--- src/rtl/hpm_counter_bank.sv ---
// Performance-monitor counter bank: per-counter event select, inhibit, sticky overflow
// and overflow interrupt, with a single register stage on the event inputs.
module hpm_counter_bank #(
  parameter int unsigned NumCounters  = 8,
  parameter int unsigned CounterWidth = 64,
  parameter int unsigned DataWidth    = 64,
  parameter int unsigned NumEvents    = 32,
  parameter int unsigned IncWidth     = 2
) (
  input  logic                            clk_i,
  input  logic                            rst_i,
  input  logic                            clr_i,
  input  logic                            debug_mode_i,
  input  logic [5:0]                      addr_i,
  input  logic                            we_i,
  input  logic [DataWidth-1:0]            data_i,
  output logic [DataWidth-1:0]            data_o,
  input  logic [NumEvents*IncWidth-1:0]   events_i,
  output logic                            ovf_irq_o
);

  localparam int unsigned EvWidth  = NumEvents * IncWidth;
  localparam int unsigned SumWidth = CounterWidth + 1;

  logic [EvWidth-1:0]      r_ev_q;
  logic [CounterWidth-1:0] r_cnt   [NumCounters];
  logic [CounterWidth-1:0] w_cnt_d [NumCounters];
  logic [7:0]              r_sel   [NumCounters];
  logic [7:0]              w_sel_d [NumCounters];
  logic [NumCounters-1:0]  r_inh, r_of, r_oie;
  logic [NumCounters-1:0]  w_inh_d, w_of_d, w_oie_d;
  logic [NumCounters-1:0]  w_wr_cnt, w_wr_ctl;
  logic [IncWidth-1:0]     w_inc   [NumCounters];
  logic [SumWidth-1:0]     w_sum   [NumCounters];
  logic [10:0]             w_ctrl  [NumCounters];

  // Indices at or above NumCounters never match, so such writes fall away.
  always_comb begin
    w_wr_cnt = '0;
    w_wr_ctl = '0;
    for (int i = 0; i < NumCounters; i++) begin
      if (we_i && (addr_i[4:0] == 5'(i))) begin
        w_wr_cnt[i] = ~addr_i[5];
        w_wr_ctl[i] = addr_i[5];
      end
    end
  end

  // SEL of 0 or above NumEvents matches no source and yields a zero increment.
  always_comb begin
    for (int i = 0; i < NumCounters; i++) begin
      w_inc[i] = '0;
      for (int k = 0; k < NumEvents; k++) begin
        if (r_sel[i] == 8'(k + 1)) begin
          w_inc[i] = r_ev_q[k*IncWidth +: IncWidth];
        end
      end
      w_sum[i]  = {1'b0, r_cnt[i]} + SumWidth'(w_inc[i]);
      w_ctrl[i] = {r_oie[i], r_of[i], r_inh[i], r_sel[i]};
    end
  end

  // Any register write to a counter drops that counter's increment for the cycle.
  always_comb begin
    w_inh_d = r_inh;
    w_of_d  = r_of;
    w_oie_d = r_oie;
    for (int i = 0; i < NumCounters; i++) begin
      w_cnt_d[i] = r_cnt[i];
      w_sel_d[i] = r_sel[i];
      if (w_wr_cnt[i]) begin
        w_cnt_d[i] = data_i[CounterWidth-1:0];
      end else if (w_wr_ctl[i]) begin
        w_sel_d[i] = data_i[7:0];
        w_inh_d[i] = data_i[8];
        w_of_d[i]  = data_i[9];
        w_oie_d[i] = data_i[10];
      end else if (!r_inh[i]) begin
        w_cnt_d[i] = w_sum[i][CounterWidth-1:0];
        if (w_sum[i][CounterWidth]) begin
          w_of_d[i] = 1'b1;
        end
      end
    end
  end

  always_comb begin
    data_o = '0;
    for (int i = 0; i < NumCounters; i++) begin
      if (addr_i[4:0] == 5'(i)) begin
        data_o = addr_i[5] ? DataWidth'(w_ctrl[i]) : DataWidth'(r_cnt[i]);
      end
    end
  end

  assign ovf_irq_o = |(r_of & r_oie);

  always_ff @(posedge clk_i or posedge rst_i) begin
    if (rst_i) begin
      r_ev_q <= '0;
      r_inh  <= '0;
      r_of   <= '0;
      r_oie  <= '0;
      for (int i = 0; i < NumCounters; i++) begin
        r_cnt[i] <= '0;
        r_sel[i] <= '0;
      end
    end else if (clr_i) begin
      r_ev_q <= '0;
      r_inh  <= '0;
      r_of   <= '0;
      r_oie  <= '0;
      for (int i = 0; i < NumCounters; i++) begin
        r_cnt[i] <= '0;
        r_sel[i] <= '0;
      end
    end else begin
      r_ev_q <= debug_mode_i ? '0 : events_i;
      r_inh  <= w_inh_d;
      r_of   <= w_of_d;
      r_oie  <= w_oie_d;
      for (int i = 0; i < NumCounters; i++) begin
        r_cnt[i] <= w_cnt_d[i];
        r_sel[i] <= w_sel_d[i];
      end
    end
  end

endmodule
--- config.mk ---
export PLATFORM = sky130hd
export DESIGN_NAME = hpm_counter_bank
export DESIGN_NICKNAME = d
export VERILOG_FILES = /design/src/rtl/hpm_counter_bank.sv
export SDC_FILE = /design/constraint.sdc
export NUM_CORES = 2
export LEC_CHECK = 0
export CAP_MARGIN = 30
export CORE_MARGIN = 5
export CORE_UTILIZATION = 45
export CTS_BUF_LIST = sky130_fd_sc_hd__clkbuf_8
export CTS_CLUSTER_DIAMETER = 120
export CTS_CLUSTER_SIZE = 20
export DETAILED_ROUTE_END_ITERATION = 8
export HOLD_SLACK_MARGIN = 0.05
export PLACE_DENSITY_LB_ADDON = 0.12
export SETUP_SLACK_MARGIN = 0.4
export SLEW_MARGIN = 0
export SYNTH_ARGS = -nofsm -noshare
export SYNTH_HDL_FRONTEND = slang
export SYNTH_SLANG_ARGS = --single-unit
--- constraint.sdc ---
create_clock -name clk_i -period 22.4 [get_ports clk_i]
set_clock_uncertainty 0.2 [all_clocks]
set_input_delay 4.48 -clock clk_i [delete_from_list [all_inputs] [get_ports clk_i]]
set_output_delay 4.48 -clock clk_i [all_outputs]
set_load 0.02 [all_outputs]
# Yosys cells after proc, flatten, opt, wreduce, memory -nomap -nowiden
# Cells that the tools add are included.
# classes
n_reduce_logical	50
bitwise_logic	2
muxes	399
eq_ne	295
add_sub_neg	8
# op_table
operator	count
$mux 64	43
$eq 8x5->1 const B	128
$add 64x2->65	8
$eq 8x4->1 const B	64
$mux 2	256
$mux 512	1
$eq 8x3->1 const B	32
$mux 8	19
$eq 8x2->1 const B	16
$mux 1	80
$eq 8x1->1 const B	8
$eq 8x6->1 const B	8
$ne 3x2->1 const B	16
$reduce_and 2->1	16
$ne 3x3->1 const B	8
$reduce_and 3->1	8
$reduce_bool 3->1	8
$eq 5x3->1 const B	4
$ne 2x2->1 const B	8
$reduce_bool 2->1	8
$eq 5x2->1 const B	2
$and 8x8->8	1
$logic_and 1x1->1	8
$reduce_or 8->1	1
other kinds (3)	3
# totals
out_inout_bits	65
regBits	664
inputBits	139
wordCells	795

# Logic depth before layout (Yosys ltp)
# logic_depth
word_depth	39
mapped_depth	22

# Worst setup path after synthesis
# No wires, ideal clock.
# synth_path
path_type	in2out
start	input addr_i[5]
end	output data_o[0]
cell_stages	6
slack_ns	11.305
t_arrival_ns	6.415
path_cell_list	clkbuf_1 > clkbuf_1 > clkbuf_1 > buf_1 > mux2i_1 > o221ai_1
# synth_via
elab_chain_cells	9
elab_cells_between_ends	16
classes_between	mux: 16
# synth_rtl
item	line_no	source
from (decl)	14	input logic [5:0] addr_i,
$mux 64	91	data_o = addr_i[5] ? DataWidth'(w_ctrl[i]) : DataWidth'(r_cnt[i]);
$mux 64 (7 in series)	90	if (addr_i[4:0] == 5'(i)) begin
$mux 64 *	90	
to (decl)	17	output logic [DataWidth-1:0] data_o,
# Every way passes the cells marked *; elsewhere a longest branch is shown, timed or not.

# Worst setup path after layout
# layout_path
start	input addr_i[1]
end	output data_o[60]
# layout_via
elab_chain_cells	9
elab_cells_between_ends	16
classes_between	eq/ne: 7; mux: 8; reduce/logical: 1
# layout_rtl
item	line_no
$logic_not 5->1	90
$mux 64 (7 in series)	90
$mux 64 *	90
# Marks and branches as above.

==> impl_metrics.env <==
export IMPL_p_seq_share_pct=58.5
export IMPL_synth_seq_area_share_pct=33.5
export IMPL_count_of_flip_flops_with_a_built_in_enable_after_synthesis=0
export IMPL_critical_path_arrival_ps=8160
export IMPL_finalMaxSlewViolations=0
export IMPL_setup_total_negative_slack_ps=0
export IMPL_p_int_mw=1.47
export IMPL_p_clk_share_pct=30.7
export IMPL_instances_no_fill=7644
export IMPL_min_delay_start="r_cnt[38]"
export IMPL_grt_setup_unrepaired="no"
export IMPL_core_rowCount=121
export IMPL_total_routing_resource_utilization_after_global_routing_pct=38.4
export IMPL_async_reset_ff_share_pct=100
export IMPL_worst_setup_path_end_kind="output pin"
export IMPL_start_util_pct=45.4
export IMPL_route_antenna_remaining_nets=0
export IMPL_run_status="finished, final reports clean"
export IMPL_cts_max_level=2
export IMPL_rel_slew_slack_pct=24.8
export IMPL_r2r_end="r_cnt[62]"
export IMPL_mappedNetlistArea_um2=49600
export IMPL_die_h_um=342
export IMPL_yosys_top_cells_area="dfrtp_1 (34%), nand2_1 (5.8%), nor2_1 (4.9%)"
export IMPL_max_vdd_ir_drop_mv=0.0485
export IMPL_cts_num_sinks=664
export IMPL_routed_wire_length_per_instance_um=30.7
export IMPL_globalRoute_busiestLayer="met2"
export IMPL_crit_reg2reg_launch="r_sel[0]"
export IMPL_critPathLaunchType="input port"
export IMPL_max_cap_viol_count=0
export IMPL_worst_slack_ps=9560
export IMPL_design_die_area_um2=117000
export IMPL_detailedPlace_worstSlack_ps=9700
export IMPL_prevailing_post_synth_register_cell="dfrtp_1"
export IMPL_critPathMaxStageDelay_ps=630
export IMPL_criticalPathCategory="input port to output pin"
export IMPL_netlist_instances=6370
export IMPL_core_area_um2=109000
export IMPL_yosys_cell_count_top_type="nand2_1"
export IMPL_ctsRootBufferMaster="clkbuf_8"
export IMPL_finalCritPeriodShare_pct=57.3
export IMPL_place_congestion=1.03
export IMPL_worstPathMaxFanout=63
export IMPL_worstHoldPathCells=2
export IMPL_dr_first_iter_drc_count=7222
export IMPL_number_of_global_route_vias_before_repair=48300
export IMPL_worstPathRequired_ps=17720
export IMPL_synth_nets=6533
export IMPL_timing_critical_path_slowest_stage_cell="buf_4"
export IMPL_die_width_um=342
export IMPL_grt_use_met1_pct=47.2
export IMPL_place_port_buffers=203
export IMPL_period_minus_slack_ps=12840
export IMPL_yosysUniqueCellTypes=100
export IMPL_clock_tree_buffer_depth=3
export IMPL_grt_first_pass_wirelength_um=339000
export IMPL_globalRoute_totalOverflow=0
export IMPL_timing_hold_violations_final=0
export IMPL_synth_largest_area_cell="dfrtp_1"
export IMPL_cts_inserted_buffers=41
export IMPL_finalNetCount=6316
export IMPL_drive_above_1_share_pct=6.49
export IMPL_clock_fmax_mhz=77.9
export IMPL_cts_repair_timing_setup_buffer_count=0
export IMPL_hold_path_endpoint="r_cnt[38]"
export IMPL_synth_top_cells_by_count="nand2_1 (766), dfrtp_1 (664), nor2_1 (651)"
export IMPL_remaining_drc_errors=0
export IMPL_placed_cells_incl_taps=7581
export IMPL_area_growth_synth_to_final_pct=7.23
export IMPL_power_leakage_nw=19.6
export IMPL_worstRegToRegCells=18
export IMPL_power_share_switching_pct=30.9
export IMPL_grt_start_max_net_pins=93
export IMPL_cts_hold_fix_buffers=0
export IMPL_total_switching_power_uw=658
export IMPL_pwr_density_cell_nw_per_um2=40.0
export IMPL_clkTransAtPathRegs_ps=140
export IMPL_num_io_pins=204
export IMPL_count_of_vias_placed_by_the_detailed_router=53400
export IMPL_grtUsageMet2_pct=58.5
export IMPL_yosys_register_bits=664
export IMPL_r2r_setup_slack_ps=15260
export IMPL_power_share_combinational_pct=10.8
export IMPL_cts_tree="done"
export IMPL_vias_per_cell=6.99
export IMPL_syn_avg_cell_area_um2=7.78
export IMPL_synth_top_cell_area_share_pct=33.5
export IMPL_met3_usage_pct=7.02
export IMPL_cts_repair_resized=0
export IMPL_yosysWarningCount=0
export IMPL_transition_time_at_the_pin_with_the_least_slew_margin_ps=1120
export IMPL_hold_worst_slack_ps=363
export IMPL_worstSkewPairLatency_ps=830
export IMPL_hold_class="flop to flop"
export IMPL_list_of_cells_traversed_by_the_critical_path="buf_2 > buf_4 > nor2b_1 > nand2_1 > nor2_4 > buf_4 > a221oi_1 > nand2_1 > clkdlybuf4s50_1"
export IMPL_setup_viol_count_final=0
export IMPL_antenna_violations_before_repair=12
export IMPL_drtPass1Iterations=8
export IMPL_hpwl_um=169000
export IMPL_final_wirelength_um=234000
-- cells by family after synthesis --
kind of cell	count (synthesis)	share of synthesized area, %
AND/OR/NAND/NOR	2605	25.5
XOR/XNOR	162	2.86
multiplexers	254	6.05
adder cells (fa/ha/maj)	24	0.727
flip-flops	664	33.5
AO/OA/AOI/OAI	1958	25.9
buffers and inverters	703	5.48
-- layout make-up --
cell class / count / area (um2)
well taps: 1476 / 1850
multi-input cells: 5003 / 30500
diodes: 6 / 15.0
clock inverters: 9 / 108
fillers: 10800 / 56000
inverters: 109 / 413
flip-flops and latches: 664 / 16600
repair buffers: 334 / 3130
clock buffers: 43 / 592
-- metal layers --
layer	up-vias	wire length [um]
li1	23100	-
met3	1025	22200
met1	25700	85400
met5	-	62
met4	8	25300
met2	3540	101000
-- flip-flops by register name, summed over array words and instances (netlist names) --
| name | flops |
|---|---|
| r_cnt | 512 |
| r_ev_q | 64 |
| r_sel | 64 |
| r_inh | 8 |
| r_of | 8 |
| r_oie | 8 |
-- worst max-delay path: cells and delay by family --
family                 cells  cell delay [ps]
buffers and inverters      4             1980
AO/OA/AOI/OAI              1              340
AND/OR/NAND/NOR            4             1260
-- cell usage in the layout (no fill, tap or decap), types with 48 or more instances in the layout --
cell	instances
or3_1	48
a221oi_1	70
a22oi_1	157
nand3_1	213
mux2i_1	142
o21ai_0	434
clkdlybuf4s50_1	199
dfrtp_1	663
o31ai_1	53
a31oi_1	73
and3_1	107
xor2_1	102
inv_1	107
nor4_1	96
nand2_1	762
nor3_1	232
a211oi_1	211
buf_4	121
nor2_1	637
o22ai_1	123
nand4_1	135
mux2_2	84
a21oi_1	431
xnor2_1	60
and2_1	114
-- how the worst max path moves through the flow --
stage	slack [ps]	endpoint	depth (start not counted)	startpoint
floorplan	8640	r_cnt[0]	1	rst_i
global placement	9740	data_o[59]	9	addr_i[1]
detailed placement	9700	data_o[60]	9	addr_i[1]
CTS	9690	data_o[60]	9	addr_i[1]
global route	9500	data_o[55]	9	addr_i[1]
finish	9560	data_o[60]	9	addr_i[1]
-- per-stage QoR --
stage	area (um2)	util, %	total power [mW]
after global placement	52300	47.9	1.49
after global routing	53200	48.7	2.18
after CTS	53100	48.6	2.13
after floorplan	49600	-	1.37
after detailed placement	52400	48.0	1.49
final	53200	48.7	2.13
-- power groups by stage --
stage          Combinational [mW]  Clock, mW  Sequential (mW)
5_1_grt                     0.241      0.699             1.24
6_report                    0.230      0.654             1.24
3_5_place_dp                0.223          0             1.26
4_1_cts                     0.224      0.665             1.24
2_1_floorplan               0.126          0             1.24
3_3_place_gp                0.221          0             1.26
No activity file was read; power rests on OpenSTA's default activity.
